===== config.mk =====
export PLATFORM = sky130hd
export DESIGN_NAME = clk_div_cfg_ctrl
export DESIGN_NICKNAME = d
export VERILOG_FILES = /design/src/rtl/clk_div_pkg.sv /design/src/rtl/clk_div_cfg_ctrl.sv
export SDC_FILE = /design/constraint.sdc
export NUM_CORES = 1
export LEC_CHECK = 0
export CORE_MARGIN = 3
export CORE_UTILIZATION = 45
export CTS_BUF_LIST = sky130_fd_sc_hd__clkbuf_8
export DETAILED_ROUTE_END_ITERATION = 7
export PLACE_DENSITY = 0.79
export SYNTH_ARGS = -nofsm -noshare
export SYNTH_HDL_FRONTEND = slang
export SYNTH_SLANG_ARGS = --single-unit

===== constraint.sdc =====
create_clock -name clk_i -period 5.1 [get_ports clk_i]
set_input_delay 1.02 -clock clk_i [delete_from_list [all_inputs] [get_ports clk_i]]
set_output_delay 1.02 -clock clk_i [all_outputs]
set_load 0.03 [all_outputs]

===== src/rtl/clk_div_pkg.sv =====
// Shared types for the divider reconfiguration sequencer.
package clk_div_pkg;

    localparam int unsigned DEFAULT_TIMEOUT_WIDTH = 16;

    typedef enum logic [2:0] {
        IDLE,
        GATE,
        LOAD,
        WAIT_DONE,
        UNGATE
    } clk_div_cfg_state_e;

endpackage


===== src/rtl/clk_div_cfg_ctrl.sv =====
// Sequences divider reconfiguration: gates the divided clock, hands the registered
// value to clk_int_div_simple, then ungates on done or on timeout.
module clk_div_cfg_ctrl
    import clk_div_pkg::*;
#(
    parameter int unsigned                DIV_VALUE_WIDTH = 32,
    parameter logic [DIV_VALUE_WIDTH-1:0] DIV_RESET       = DIV_VALUE_WIDTH'(1),
    parameter int unsigned                GATE_DLY        = 2,
    parameter int unsigned                TIMEOUT_WIDTH   = DEFAULT_TIMEOUT_WIDTH
) (
    input  logic                       clk_i,
    input  logic                       rst_n_i,
    input  logic [DIV_VALUE_WIDTH-1:0] cfg_div_i,
    input  logic                       cfg_init_i,
    input  logic                       cfg_valid_i,
    output logic                       cfg_ready_o,
    output logic [DIV_VALUE_WIDTH-1:0] div_o,
    output logic                       clk_init_o,
    output logic                       div_valid_o,
    input  logic                       div_ready_i,
    input  logic                       div_done_i,
    output logic                       clk_en_o,
    output logic                       busy_o,
    output logic                       err_o
);

    localparam int unsigned              GATE_CNT_W = 4;
    localparam logic [GATE_CNT_W-1:0]    GATE_LAST  = GATE_CNT_W'(GATE_DLY - 1);

    clk_div_cfg_state_e           state_q, state_d;
    logic [DIV_VALUE_WIDTH-1:0]   div_q, div_d;
    logic                         clk_init_q, clk_init_d;
    logic                         div_valid_q, div_valid_d;
    logic                         clk_en_q, clk_en_d;
    logic                         err_q, err_d;
    logic [GATE_CNT_W-1:0]        gate_cnt_q, gate_cnt_d;
    logic [TIMEOUT_WIDTH-1:0]     tmo_cnt_q, tmo_cnt_d;
    logic                         same_cfg;

    assign same_cfg = (cfg_div_i == div_q) && (cfg_init_i == clk_init_q);

    always_comb begin
        state_d     = state_q;
        div_d       = div_q;
        clk_init_d  = clk_init_q;
        div_valid_d = div_valid_q;
        clk_en_d    = clk_en_q;
        err_d       = err_q;
        gate_cnt_d  = gate_cnt_q;
        tmo_cnt_d   = tmo_cnt_q;
        cfg_ready_o = 1'b0;
        busy_o      = 1'b1;

        case (state_q)
            IDLE: begin
                cfg_ready_o = 1'b1;
                busy_o      = 1'b0;
                if (cfg_valid_i) begin
                    err_d = 1'b0;
                    if (!same_cfg) begin
                        div_d      = cfg_div_i;
                        clk_init_d = cfg_init_i;
                        clk_en_d   = 1'b0;
                        gate_cnt_d = '0;
                        state_d    = GATE;
                    end
                end
            end
            GATE: begin
                if (gate_cnt_q == GATE_LAST) begin
                    div_valid_d = 1'b1;
                    gate_cnt_d  = '0;
                    state_d     = LOAD;
                end else begin
                    gate_cnt_d = gate_cnt_q + 1'b1;
                end
            end
            LOAD: begin
                if (div_ready_i) begin
                    div_valid_d = 1'b0;
                    tmo_cnt_d   = '0;
                    // A zero divider runs in bypass and never raises done.
                    state_d     = (div_q == '0) ? UNGATE : WAIT_DONE;
                end
            end
            WAIT_DONE: begin
                tmo_cnt_d = (&tmo_cnt_q) ? tmo_cnt_q : tmo_cnt_q + 1'b1;
                // Counter still zero marks the first cycle, where done is stale.
                if (div_done_i && (tmo_cnt_q != '0)) begin
                    state_d = UNGATE;
                end else if (&tmo_cnt_d) begin
                    err_d   = 1'b1;
                    state_d = UNGATE;
                end
            end
            UNGATE: begin
                clk_en_d = 1'b1;
                state_d  = IDLE;
            end
            default: state_d = GATE;
        endcase
    end

    always_ff @(posedge clk_i) begin
        if (!rst_n_i) begin
            state_q     <= GATE;
            div_q       <= DIV_RESET;
            clk_init_q  <= 1'b0;
            div_valid_q <= 1'b0;
            clk_en_q    <= 1'b0;
            err_q       <= 1'b0;
            gate_cnt_q  <= '0;
            tmo_cnt_q   <= '0;
        end else begin
            state_q     <= state_d;
            div_q       <= div_d;
            clk_init_q  <= clk_init_d;
            div_valid_q <= div_valid_d;
            clk_en_q    <= clk_en_d;
            err_q       <= err_d;
            gate_cnt_q  <= gate_cnt_d;
            tmo_cnt_q   <= tmo_cnt_d;
        end
    end

    assign div_o       = div_q;
    assign clk_init_o  = clk_init_q;
    assign div_valid_o = div_valid_q;
    assign clk_en_o    = clk_en_q;
    assign err_o       = err_q;

endmodule


==> flow_summary.yaml <==
synth:
  main_combinational_cell_family_by_area_after_synthesis: "simple AND/OR/NAND/NOR gates"
  yosys.area_share.simple: 0.3104
  post_synthesis_share_of_cell_area_spent_on_full_adders_half_adders_and_majority_gates: 0.01494
  synthMuxAreaShare: 0.002988
  synth-seq-area-share: 0.3526
  synth.ff_latch_count: 59
  synth.cell_area_um2: 3349
  yosysWarnings: 0
  synth_fp_nets: 474
  synth_compound_area_frac: 0.1819
  syn_inst: 432
  most_common_flop_cell_mapped_by_yosys: "dfxtp_1"
  synth-edff-count: 0
  ys_types: 55
  synth_async_sr_flop_share: 0
  avgSynthCellArea_um2: 7.753
  synth-xor-area-share: 0.09152
cts:
  cts_tree: "done"
  clock_sinks: 59
  cts_buffers: 9
  cts-hold-fix-buffers: 0
  cts_buffer_depth: 2
  clockRootBuffer: "clkbuf_8"
  htreeDepth: 3
  cts.repair.resized: 0
  clkLatencyLatePin_ns: 0.34
  post-cts-setup-buffer-count: 0
  clk_pin_slew_ns: 0.06
global_routing:
  grt.overflow.total: 0
  global_route.usage.total: 0.2345
  via_count_of_the_first_global_routing_pass: 3212
  grt_max_degree: 54
  grt_first_pass_wirelength_um: 16040
  initial_antenna_violation_count: 0
sta:
  setup-violations-final: 0
  timing_hold_violations_final: 0
  layout_setup_ws_ns: 1.338
  grt_setup_unrepaired: "false"
  layout_min_cycle_time_ns: 3.762
  final_max_slew_viol_count: 0
  final_min_period_over_clock_period: 0.7376
  clock.fmax_mhz: 265.8
  finClkSkew_ns: 0.01128
  relSlewSlack: 0.3095
  sum_of_negative_setup_slack_ns: 0
  worst_pin_slew_ns: 1.029
  hold-worst-slack_ns: 0.4976
power:
  p_leak_nw: 1.540
  pwr_density_cell_nw_per_um2: 374.9
  vdd_ir_drop_max_mv: 0.3191
routing:
  wl_um: 9652
  detail_route.vias_per_cell: 5.779
  detail-route-antenna-nets: 0
  detail_route.drc_violations: 0
  routed-via-count: 3421
  drtPass1Iterations: 5
  drt-initial-drc-count: 201
  wire_per_inst_um: 16.30
critical_path:
  r2r-end: "tmo_cnt_q[9]"
  ff2ff_path_depth: 7
  crit_path_max_fanout: 35
  worstPathArrival_ns: 2.74
  cp_data_required_time_ns: 4.08
  launch_instance_of_the_worst_register_to_register_path: "tmo_cnt_q[0]"
  worst_setup_path_end_kind: "primary output"
  setup_slack_reg_to_reg_ns: 2.57
  timing.setup.critical_path_class: "register to primary output"
  setup.worst_path.start_class: "register"
cells_and_area:
  post-route-util: 0.6184
  layout.nets: 533
  syn2layout_area_growth_pct: 29.59
  final_cells: 592
  n_antenna_cell: 0
  layout_common_cells: "clkdlybuf4s50_1 (75), dfxtp_1 (59), a21oi_1 (58), nand2_1 (54), nand3_1 (44)"
  layout_commonest_cell: "clkdlybuf4s50_1"
  post_route_cells_drive_above_1_share: 0.06653
placed_design:
  dp_cells: 576
  place.detailed.hpwl_um: 6904
  dp_worst_setup_slack_ns: 1.731
  gp_congestion: 0.9278
  io_buffer_count: 75
worst_hold_path:
  worst_hold_check_path_type: "register to register"
  worstHoldEndpoint: "gate_cnt_q[3]"
  hold_path_depth: 2
  hold_path.startpoint: "gate_cnt_q[3]"
floorplanning:
  die_height_um: 92.28
  fp-row-count: 30
  floorplan.die_area_um2: 8515
  chipWidth_um: 92.28
  start_util: 0.4772
  total_core_area_um2: 7019
  boundaryPins: 76
job:
  max_cap_violations: 0
run_status:
  run_status: "finished, final reports clean"
## cell usage after synthesis (5+ instances only)
master | count | area, µm²
dfxtp_1 | 59 | 1181
buf_2 | 11 | 55.05
nor3_1 | 8 | 40.04
a21oi_1 | 58 | 290.3
o21ai_0 | 12 | 60.06
inv_1 | 6 | 22.52
clkbuf_1 | 17 | 63.81
nand4_1 | 7 | 43.79
xor2_1 | 32 | 280.3
o21ai_1 | 5 | 25.02
nand2_1 | 54 | 202.7
nor4_1 | 19 | 118.9
nand3_1 | 44 | 220.2
nor2_1 | 33 | 123.9
## area by class of cell
cell class | instances | area (µm²)
Fill cell | 634 | 2679
Clock inverter | 5 | 76.32
Multi-Input combinational cell | 336 | 2016
Timing Repair Buffer | 77 | 765.7
Clock buffer | 11 | 151.4
Tap cell | 96 | 120.1
Sequential cell | 59 | 1181
Inverter | 8 | 30.03
## where the power goes
part	internal, W	total (W)	switching (W)
Combinational	0.000211	0.000560	0.000349
Clock	0.000299	0.000484	0.000185
Sequential	0.000513	0.000583	0.0000708
Total	0.00102	0.00163	0.000605
## how the worst max path moves through the flow
stage	slack (ns)	start	end
global route	1.16	state_q[0]	cfg_ready_o
global placement	1.74	state_q[0]	cfg_ready_o
CTS	1.37	state_q[0]	cfg_ready_o
detailed placement	1.73	state_q[0]	cfg_ready_o
finish	1.34	state_q[0]	cfg_ready_o
floorplan	2.43	state_q[2]	cfg_ready_o
## sequential cells by signal (all words and copies together), names as in the netlist
name         count
tmo_cnt_q       16
clk_en_o         1
div_valid_o      1
gate_cnt_q       4
div_o           32
err_o            1
clk_init_o       1
state_q          3
## critical path: stages, from the launching register on
cell             delay, ns
dfxtp_1               0.54
or3_1                 0.20
clkinv_1              0.80
clkdlybuf4s50_1       0.86
## kinds of logic (layout without fill, tap and decap cells)
family | after synthesis | in the layout
AOI/OAI and AO/OA | 101 | 101
muxes | 1 | 1
adders and majority gates | 4 | 4
xor gates and xnor gates | 35 | 35
buffers and inverters | 37 | 101
DFF | 59 | 59
and+or+nand+nor | 195 | 195
## per-stage QoR
| step | area, µm² | power [W] |
|---|---|---|
| 2_1_floorplan | 3349 | 0.0009476 |
| 3_3_place_gp | 4113 | 0.001133 |
| 3_5_place_dp | 4113 | 0.001148 |
| 4_1_cts | 4340 | 0.001631 |
| 5_1_grt | 4340 | 0.001720 |
| 6_report | 4340 | 0.001627 |
## per-layer routing
metal  vias up  GRT usage  wire (µm)
met4         0    0.06436        166
met2       135     0.3729       4569
li1       1672          -          -
met5         -          0          0
met3        18    0.06727        675
met1      1596     0.3107       4239
No activity file was read; power rests on OpenSTA's default activity.
